[config.mk]
export PLATFORM = sky130hd
export DESIGN_NAME = pc_gen
export DESIGN_NICKNAME = d
export VERILOG_FILES = /design/src/rtl/pc_pkg.sv /design/src/rtl/pc_ras.sv /design/src/rtl/pc_gen.sv
export SDC_FILE = /design/constraint.sdc
export NUM_CORES = 1
export LEC_CHECK = 0
export ABC_AREA = 1
export CAP_MARGIN = 20
export CORE_MARGIN = 4
export CORE_UTILIZATION = 30
export DETAILED_ROUTE_END_ITERATION = 8
export PLACE_DENSITY_LB_ADDON = 0.15
export SETUP_SLACK_MARGIN = 0.02
export SLEW_MARGIN = 20
export SYNTH_ARGS = -nofsm -noshare
export SYNTH_HDL_FRONTEND = slang
export SYNTH_SLANG_ARGS = --single-unit
export TNS_END_PERCENT = 50
[constraint.sdc]
create_clock -name i_clk -period 2.78 [get_ports i_clk]
set_input_delay 0.556 -clock i_clk [delete_from_list [all_inputs] [get_ports i_clk]]
set_output_delay 0.556 -clock i_clk [all_outputs]
set_load 0.05 [all_outputs]
[src/rtl/pc_pkg.sv]
// Shared definitions for the program-counter generator: next-PC source
// encoding, default vectors and the fixed-priority source selector.
package pc_pkg;

  typedef enum logic [2:0] {
    SEQ    = 3'd0,
    JUMP   = 3'd1,
    RET    = 3'd2,
    BRANCH = 3'd3,
    TRAP   = 3'd4
  } pc_src_e;

  localparam logic [31:0] DEF_RESET_VECTOR = 32'h0000_0000;
  localparam logic [31:0] DEF_TRAP_VECTOR  = 32'h0000_0100;
  localparam int          DEF_PC_INC       = 4;
  localparam int          DEF_RAS_DEPTH    = 4;

  // Fixed priority: trap > branch > return > jump/call > sequential.
  function automatic pc_src_e select_src(input logic trap,
                                         input logic branch_taken,
                                         input logic ret,
                                         input logic jump);
    if (trap)              return TRAP;
    else if (branch_taken) return BRANCH;
    else if (ret)          return RET;
    else if (jump)         return JUMP;
    else                   return SEQ;
  endfunction

endpackage

[src/rtl/pc_ras.sv]
// Return-address stack. Circular buffer: pushing while full overwrites the
// oldest entry, so the most recent RAS_DEPTH return addresses survive.
// A replace on an empty stack degrades to a push.
module pc_ras
  import pc_pkg::*;
#(
  parameter int NB_DATA   = 32,
  parameter int RAS_DEPTH = DEF_RAS_DEPTH
) (
  input  logic               clk,
  input  logic               reset,
  input  logic               push,
  input  logic               pop,
  input  logic               replace,
  input  logic [NB_DATA-1:0] data,
  output logic [NB_DATA-1:0] top,
  output logic               empty,
  output logic               full
);

  localparam int PW = $clog2(RAS_DEPTH);
  localparam int CW = PW + 1;

  if ((RAS_DEPTH < 2) || ((RAS_DEPTH & (RAS_DEPTH - 1)) != 0)) begin : g_bad_depth
    $error("pc_ras: RAS_DEPTH must be a power of two and at least 2");
  end

  logic [NB_DATA-1:0] mem [RAS_DEPTH];
  logic [PW-1:0]      ptr;      // next free slot; top lives at ptr-1
  logic [CW-1:0]      count;
  logic [PW-1:0]      top_idx;
  logic               do_push;
  logic               do_pop;
  logic               do_replace;

  assign top_idx    = ptr - PW'(1);
  assign top        = mem[top_idx];
  assign empty      = (count == '0);
  assign full       = (count == CW'(RAS_DEPTH));
  assign do_push    = push | (replace & empty);
  assign do_replace = replace & ~empty;
  assign do_pop     = pop & ~empty;

  // Entry storage; contents are don't-care after reset, so no reset here.
  always_ff @(posedge clk) begin
    if (do_push)         mem[ptr]     <= data;
    else if (do_replace) mem[top_idx] <= data;
  end

  // Pointer and occupancy; count saturates at RAS_DEPTH on overwrite.
  always_ff @(posedge clk or posedge reset) begin
    if (reset) begin
      ptr   <= '0;
      count <= '0;
    end else if (do_push) begin
      ptr <= ptr + PW'(1);
      if (!full) count <= count + CW'(1);
    end else if (do_pop) begin
      ptr   <= ptr - PW'(1);
      count <= count - CW'(1);
    end
  end

endmodule

[src/rtl/pc_gen.sv]
// Program-counter generator with trap, branch, jump/call and return sources
// and a small return-address stack. Trap overrides stall; every other source
// only takes effect when i_PCwrite is high.
module pc_gen
  import pc_pkg::*;
#(
  parameter int                 NB_DATA      = 32,
  parameter logic [NB_DATA-1:0] RESET_VECTOR = NB_DATA'(DEF_RESET_VECTOR),
  parameter logic [NB_DATA-1:0] TRAP_VECTOR  = NB_DATA'(DEF_TRAP_VECTOR),
  parameter int                 PC_INC       = DEF_PC_INC,
  parameter int                 RAS_DEPTH    = DEF_RAS_DEPTH
) (
  input  logic               i_clk,
  input  logic               i_reset,
  input  logic               i_PCwrite,
  input  logic               i_trap,
  input  logic               i_branch_taken,
  input  logic [NB_DATA-1:0] i_branch_target,
  input  logic               i_jump,
  input  logic               i_call,
  input  logic               i_ret,
  input  logic [NB_DATA-1:0] i_jump_target,
  output logic [NB_DATA-1:0] o_PC,
  output logic [NB_DATA-1:0] o_PC_plus,
  output logic               o_ras_empty,
  output logic               o_ras_full,
  output logic               o_ras_underflow
);

  pc_src_e            src;
  logic [NB_DATA-1:0] next_pc;
  logic [NB_DATA-1:0] ras_top;
  logic               update;
  logic               call_q;
  logic               ret_sel;
  logic               jump_sel;
  logic               ras_push;
  logic               ras_pop;
  logic               ras_replace;
  logic               underflow_next;

  assign o_PC_plus = o_PC + NB_DATA'(PC_INC);

  // Source selection, stack control and next-PC mux.
  always_comb begin
    src            = select_src(i_trap, i_branch_taken, i_ret, i_jump);
    update         = i_trap | i_PCwrite;
    call_q         = i_jump & i_call;
    ret_sel        = i_PCwrite & (src == RET);
    jump_sel       = i_PCwrite & (src == JUMP);
    ras_push       = jump_sel & i_call;
    ras_pop        = ret_sel & ~call_q;
    ras_replace    = ret_sel & call_q;
    underflow_next = ret_sel & o_ras_empty;
    next_pc        = o_PC_plus;
    case (src)
      TRAP:    next_pc = TRAP_VECTOR;
      BRANCH:  next_pc = i_branch_target;
      RET:     next_pc = o_ras_empty ? o_PC_plus : ras_top;
      JUMP:    next_pc = i_jump_target;
      default: next_pc = o_PC_plus;
    endcase
  end

  // PC register and the one-cycle underflow flag.
  always_ff @(posedge i_clk or posedge i_reset) begin
    if (i_reset) begin
      o_PC            <= RESET_VECTOR;
      o_ras_underflow <= 1'b0;
    end else begin
      o_ras_underflow <= underflow_next;
      if (update) o_PC <= next_pc;
    end
  end

  pc_ras #(
    .NB_DATA   (NB_DATA),
    .RAS_DEPTH (RAS_DEPTH)
  ) u_ras (
    .clk     (i_clk),
    .reset   (i_reset),
    .push    (ras_push),
    .pop     (ras_pop),
    .replace (ras_replace),
    .data    (o_PC_plus),
    .top     (ras_top),
    .empty   (o_ras_empty),
    .full    (o_ras_full)
  );

endmodule

==> impl_metrics.csv, run 1 <==
group,metric,value,unit
power,vdd_drop_max,0.451,mV
die,core_region_area,27200,sq um
synth,yosysWarnings,0,
setup_path,worstPathMaxFanout,8,
clocking,ctsLongestPathBuffers,2,
sta,finalCriticalPeriod,2680,ps
sta,setup_tns,0,ps
clocking,clk_latency,440,ps
die,rows,60,
clocking,clk_pin_slew,70,ps
layout,syn2layout_area_growth,38.3,%
sta,rsz0062_at_grt,"yes",
synth,yosys.area.top_type,"edfxtp_1",
synth,netlist_area,8380,sq um
setup_path,cp-start-kind,"flop",
synth,synth_area_per_cell,8.79,sq um
synth,synthMuxAreaShare,0,%
clocking,cts_tree,"built",
global_route,grt_pass1_vias,6954,
layout,drive_above_1_share,17.9,%
synth,synth_nets,1027,
clocking,hold_buffers,0,
synth,ys_types,37,
global_route,grt_first_pass_wirelength,41200,um
global_route,grt_max_degree,39,
synth,yosysTopAreaCellShare,45.9,%
sta,drv_slew,0,
sta,skew,13.0,ps
clocking,numCtsBuffers,17,
sta,final-hold-violation-count,0,
synth,synth_compound_area_share,6.23,%
setup_path,endpoint_kind,"primary output",
die,die_w,175,um
placed_design,port_buffers,138,
run_status,status,"finished, final reports clean",
setup_path,required,2220,ps
layout,final_common_cell,"nand2_1",
sta,max_freq,374,MHz
run,maxCapViolations,0,
layout,fin_nets,1208,
synth,synth_fa_ha_area_share,0.388,%
drt,finalWirelength,26800,um
drt,drt_pass1_iterations,5,
die,die_area,30700,sq um
synth,synth-simple-area-share,28.8,%
global_route,antenna_found_initial,0,
die,die_h,175,um
sta,tightest_slew,728,ps
placed_design,hpwl,19400,um
die,io_pins,139,
layout,final_cell_mix,"nand2_1 (268), nor2_1 (141), edfxtp_1 (128), clkdlybuf4s50_1 (109), nand3_1 (75)",
synth,ys_ff_latch,166,
setup_path,crit_arrival,2120,ps
drt,vias,7020,
min_path,hold_path.class,"primary input to async pin",
sta,maxSlewHeadroom,51.2,%
power,power.density,819,nW/um^2
synth,synthCells,953,
placed_design,place_congestion,0.841,
global_route,overflow,0,
synth,ys_top_cells_by_area,"edfxtp_1 (46%), nand2_1 (12%), dfrtp_1 (11%)",
drt,post_drt_wl_per_cell,17.7,um
sta,setup_viol,0,
drt,drtIter0Drc,513,
die,initial_utilization,30.8,%
power,leakagePower,4.77,nW
layout,diodes,0,
clocking,clock-root-buffer,"clkbuf_16",
drt,viasPerCell,4.62,
drt,drcViolationCount,0,
synth,synthXorXnorAreaFrac,1.55,%
layout,nFillCells,2752,
sta,fin_crit_sh,96.3,%
clocking,h-tree-depth,4,
clocking,cts.sinks,166,
setup_path,crit_type,"flop to primary output",
synth,synth_top_family_by_area,"simple AND/OR/NAND/NOR gates",
synth,ys_seq_area_share,57.2,%
power,total_power,9.48,mW
drt,ant_nets,0,
global_route,gr-usage-all-layers,17.5,%
-- synth_stat cells, drive strengths merged --
library cell	n
o21a	2
nor2	168
nand3b	4
a21o	1
xor2	12
nand2	281
ha	1
xnor2	2
and2	15
clkbuf	9
o22ai	17
o21bai	1
dfrtp	38
nand3	75
inv	83
fa	1
a21oi	28
nor3	7
buf	23
a31oi	2
o21ai	42
edfxtp	128
or2	8
nand4	5
-- where the power goes --
| group | switching (mW) | total [mW] | internal (mW) | leakage (nW) |
|---|---|---|---|---|
| registers | 0.210 | 3.16 | 2.95 | 1.62 |
| logic | 2.42 | 3.69 | 1.27 | 2.83 |
| clock network | 1.05 | 2.64 | 1.58 | 0.321 |
-- per-stage QoR --
step / hold slack [ps] / setup slack [ps] / area (sq um) / util [%] / std cells
6_report: 463 / 104 / 11600 / 42.6 / 1519
5_1_grt: 490 / -2.77 / 11600 / 42.6 / 1519
4_1_cts: 475 / 8.53 / 11400 / 42.1 / 1511
3_5_place_dp: 458 / 77.8 / 10700 / 39.4 / 1476
3_3_place_gp: 467 / 87.9 / 10700 / 39.4 / 1476
2_1_floorplan: 442 / -464 / 8380 / - / 953
-- layer usage --
metal | vias up | share of wire [%] | routed length (um) | GRT usage (%)
met1 | 3344 | 47 | 12600 | 24.0
met5 | - | 0 | 0 | 0
met2 | 167 | 47 | 12700 | 28.6
met4 | 0 | 1.4 | 383 | 4.42
met3 | 22 | 4.2 | 1140 | 3.48
li1 | 3487 | - | - | -
-- final timing paths --
path | start | to | slack [ps] | cells past startpoint
setup reg to reg | u_ras.ptr[1] | u_ras.mem[0][16] | 510 | 8
min in group i_clk | u_ras.count[2] | u_ras.count[2] | 470 | 2
setup / recovery | o_PC[3] | o_PC_plus[23] | 100 | 8
max in group asynchronous | i_reset | o_PC[16] | 1750 | 3
hold reg to reg | u_ras.count[2] | u_ras.count[2] | 470 | 2
hold / removal | i_reset | o_PC[23] | 460 | 2
-- critical path, cell delays in order, from the launching register on --
cell and delay (ps):
dfrtp_1 390, buf_4 150, nand2_1 80, nor2_4 140, nand2_4 150, nor2_4 200
nand3_1 120, and2_2 280, buf_12 170
-- cell families (layout without fill, tap and decap cells) --
kind of cell / count (synthesis) / in the layout
xor+xnor: 14 / 14
buf+inv: 115 / 309
flops: 166 / 166
compound gates: 93 / 93
simple gates: 563 / 563
fa+ha+maj: 2 / 2
-- layout make-up --
cell class	count	area [sq um]	area share [%]
Inverter	83	312	2.69
Clock buffer	19	453	3.91
Multi-Input combinational cell	672	3240	28.0
Clock inverter	13	205	1.77
Sequential cell	166	4810	41.5
Tap cell	372	465	4.02
Timing Repair Buffer	194	2100	18.1
-- state kept, by name (all words and copies together), names as in the netlist --
register / count
o_PC: 32
o_ras_underflow: 1
u_ras.count: 3
u_ras.mem: 128
u_ras.ptr: 2
-- timing repair --
action,CTS,global route
pin swaps,2,5
gates resized for setup,27,30
buffers inserted,3,8
setup endpoints to repair,18,19
gates cloned,0,0
(Power assumes the default switching activity.)
==> run 2, diff against run 1 <==
--- a/config.mk
+++ b/config.mk
@@ -5,7 +5,6 @@
 export SDC_FILE = /design/constraint.sdc
 export NUM_CORES = 1
 export LEC_CHECK = 0
-export ABC_AREA = 1
 export CAP_MARGIN = 20
 export CORE_MARGIN = 4
 export CORE_UTILIZATION = 30
==> run 2 against run 1 <==
The flow now finishes with violations (negative setup slack). Sequential share of layout area shrank 0.34 points. Cell count shrank 25%. Register-to-register slack got worse by 70 ps. Synthesized cell count is 40% lower. Clock skew is 5.0 ps lower. Maximum frequency fell by 6.0%. Flip-flop and latch count unchanged. Die area fell by 6.0%. Largest power group is now registers.
==> impl_metrics.csv, run 2 <==
group,metric,value,unit
die,io_pins,139,
setup_path,required,2220,ps
drt,drtIter0Drc,449,
power,total_power,8.44,mW
synth,netlist_area,7860,sq um
sta,setup_viol,6,
synth,ys_ff_latch,166,
synth,synth_fa_ha_area_share,0.414,%
global_route,grt_pass1_vias,6366,
sta,finalCriticalPeriod,2850,ps
layout,final_cell_mix,"edfxtp_1 (128), clkdlybuf4s50_1 (110), buf_4 (99), a21oi_1 (46), nand2_1 (39)",
clocking,clock-root-buffer,"clkbuf_16",
synth,synth-simple-area-share,8.94,%
drt,finalWirelength,25200,um
power,power.density,721,nW/um^2
clocking,cts_tree,"built",
run_status,status,"finished with violations",
synth,synth_area_per_cell,13.7,sq um
sta,setup_slack,-65.5,ps
die,core_region_area,25500,sq um
placed_design,port_buffers,138,
synth,ys_top_cells_by_area,"edfxtp_1 (49%), dfrtp_1 (12%), mux4_2 (9.2%)",
layout,syn2layout_area_growth,49.0,%
global_route,grt_first_pass_wirelength,38200,um
power,leakagePower,4.27,nW
drt,ant_nets,0,
sta,skew,8.01,ps
setup_path,cp.buffers_inverters,1,
synth,synth_compound_area_share,13.1,%
setup_path,crit_chain,"and4_4 -> nand4_4 -> or4_4 -> xnor2_4 -> buf_12",
die,die_area,28800,sq um
synth,async_reset_ff_share,22.9,%
global_route,overflow,0,
setup_path,cp_top_family,"simple AND/OR/NAND/NOR gates",
run_status,violations,"negative setup slack",
layout,top_register,"u_ras.mem",
min_path,hold_path.class,"primary input to async pin",
setup_path,cp-start-kind,"flop",
clocking,h-tree-depth,4,
sta,maxSlewHeadroom,47.1,%
die,die_h,170,um
synth,yosysTopAreaCellShare,48.9,%
clocking,hold_buffers,0,
clocking,cts.sinks,166,
setup_path,endpoint_kind,"primary output",
placed_design,hpwl,18100,um
layout,largest_reg_flops,128,
drt,vias,6051,
layout,drive_above_1_share,33.7,%
placed_design,place_congestion,0.826,
sta,drv_slew,0,
sta,tightest_slew,793,ps
setup_path,crit_arrival,2290,ps
placed_design,dp_cells,1082,
die,rows,58,
sta,final-hold-violation-count,0,
global_route,grt_max_degree,39,
die,die_w,170,um
synth,synthCells,573,
power,vdd_drop_max,0.380,mV
setup_path,crit_type,"flop to primary output",
sta,max_freq,351,MHz
synth,ys_types,63,
sta,hold_slack,483,ps
synth,synthXorXnorAreaFrac,3.57,%
synth,ys_seq_area_share,61.0,%
synth,synth_flop_cell,"edfxtp_1",
die,initial_utilization,30.8,%
sta,rsz0062_at_grt,"yes",
layout,diodes,0,
clocking,clk_pin_slew,70,ps
run,maxCapViolations,0,
synth,synth_top_family_by_area,"compound AO/OA/AOI/OAI gates",
clocking,ctsLongestPathBuffers,2,
layout,final_common_cell,"edfxtp_1",
layout,fin_cells,1144,
synth,synth_edf_count,128,
synth,synth_nets,647,
setup_path,cp.depth,5,
setup_path,r2r_cells,5,
drt,viasPerCell,5.29,
drt,drcViolationCount,0,
global_route,antenna_found_initial,1,
setup_path,worstPathMaxFanout,5,
layout,fin_nets,875,
setup_path,critPathMaxStageDelay,620,ps
layout,largestRegisters,"u_ras.mem: 128 flops, o_PC: 32 flops, u_ras.count: 3 flops",
synth,synthMuxAreaShare,9.70,%
synth,yosys.area.top_type,"edfxtp_1",
clocking,numCtsBuffers,17,
sta,fin_crit_sh,102,%
synth,synth.most_common_cell,"edfxtp_1",
setup_path,crit_slowest_cell,"or4_4",
synth,yosysWarnings,0,
synth,ys_top_cells_by_count,"edfxtp_1 (128), a21oi_1 (47), nand2_1 (39)",
drt,drt_pass1_iterations,5,
drt,post_drt_wl_per_cell,22.0,um
clocking,clk_latency,430,ps
global_route,gr-usage-all-layers,17.6,%
-- run 2: routing by layer --
layer	part of all wire (%)	track usage [%]	up-vias
met2	48	28.3	208
met4	1.7	5.53	2
li1	-	-	2730
met5	0.044	0	-
met3	6.4	3.67	31
met1	44	24.0	3080
-- run 2: final timing paths --
check	start	endpoint	slack [ps]
worst max-delay path	o_PC[2]	o_PC_plus[31]	-70
worst min-delay path	i_reset	o_PC[11]	480
worst max register to register	u_ras.ptr[0]	o_PC[16]	440
worst min register to register	o_PC[1]	u_ras.mem[0][1]	620
max in group asynchronous	i_reset	o_PC[18]	2060
min in group i_clk	o_PC[1]	u_ras.mem[0][1]	620
-- run 2: stage by stage --
step | instance area [sq um] | worst slack, ps | setup TNS, ps | util [%]
2_1_floorplan | 8070 | -94.9 | -222 | -
3_3_place_gp | 10600 | -65.7 | -334 | 41.7
3_5_place_dp | 10600 | -20.0 | -330 | 41.7
4_1_cts | 11500 | -69.8 | -300 | 45.2
5_1_grt | 11700 | -168 | -817 | 45.9
6_report | 11700 | -65.5 | -230 | 45.9
-- run 2: worst min-delay path, cell delays in order --
cell and delay [ps]:
clkdlybuf4s50_1 400, clkinv_1 80, buf_12 240
-- run 2: repair_timing --
item	4_1_cts	5_1_grt
resized for setup	27	23
hold endpoints to repair	0	0
buffers inserted	21	9
endpoints found under the setup margin	20	22
gates cloned	0	0
pin swaps	17	6
-- run 2: area by class of cell --
| cell class | count | area [sq um] |
|---|---|---|
| Inverter | 21 | 78.8 |
| Sequential cell | 166 | 4820 |
| Fill cell | 2304 | 13800 |
| Timing Repair Buffer | 247 | 2560 |
| Multi-Input combinational cell | 348 | 3230 |
| Clock inverter | 13 | 171 |
| Tap cell | 330 | 413 |
| Clock buffer | 19 | 433 |
-- run 2: power breakdown --
| part | leakage [nW] | switching (mW) | total, mW | internal (mW) |
|---|---|---|---|---|
| combinational | 2.35 | 1.57 | 2.93 | 1.36 |
| sequential | 1.63 | 0.199 | 3.09 | 2.89 |
| clock | 0.289 | 0.989 | 2.42 | 1.43 |
| total | 4.27 | 2.76 | 8.44 | 5.68 |
-- run 2: kinds of logic (layout without fill, tap and decap cells) --
logic type / Yosys count / count (layout)
flops: 166 / 166
compound gates: 149 / 149
simple gates: 129 / 129
buf+inv: 59 / 300
mux: 36 / 36
xor+xnor: 32 / 32
fa+ha+maj: 2 / 2
==> run 3, diff against run 2 <==
--- a/config.mk
+++ b/config.mk
@@ -8,6 +8,7 @@
 export CAP_MARGIN = 20
 export CORE_MARGIN = 4
 export CORE_UTILIZATION = 30
+export CTS_CLUSTER_DIAMETER = 40
 export DETAILED_ROUTE_END_ITERATION = 8
 export PLACE_DENSITY_LB_ADDON = 0.15
 export SETUP_SLACK_MARGIN = 0.02
==> results of run 3 <==
No change in the layout: final DEF, timing and power equal those of run 2.
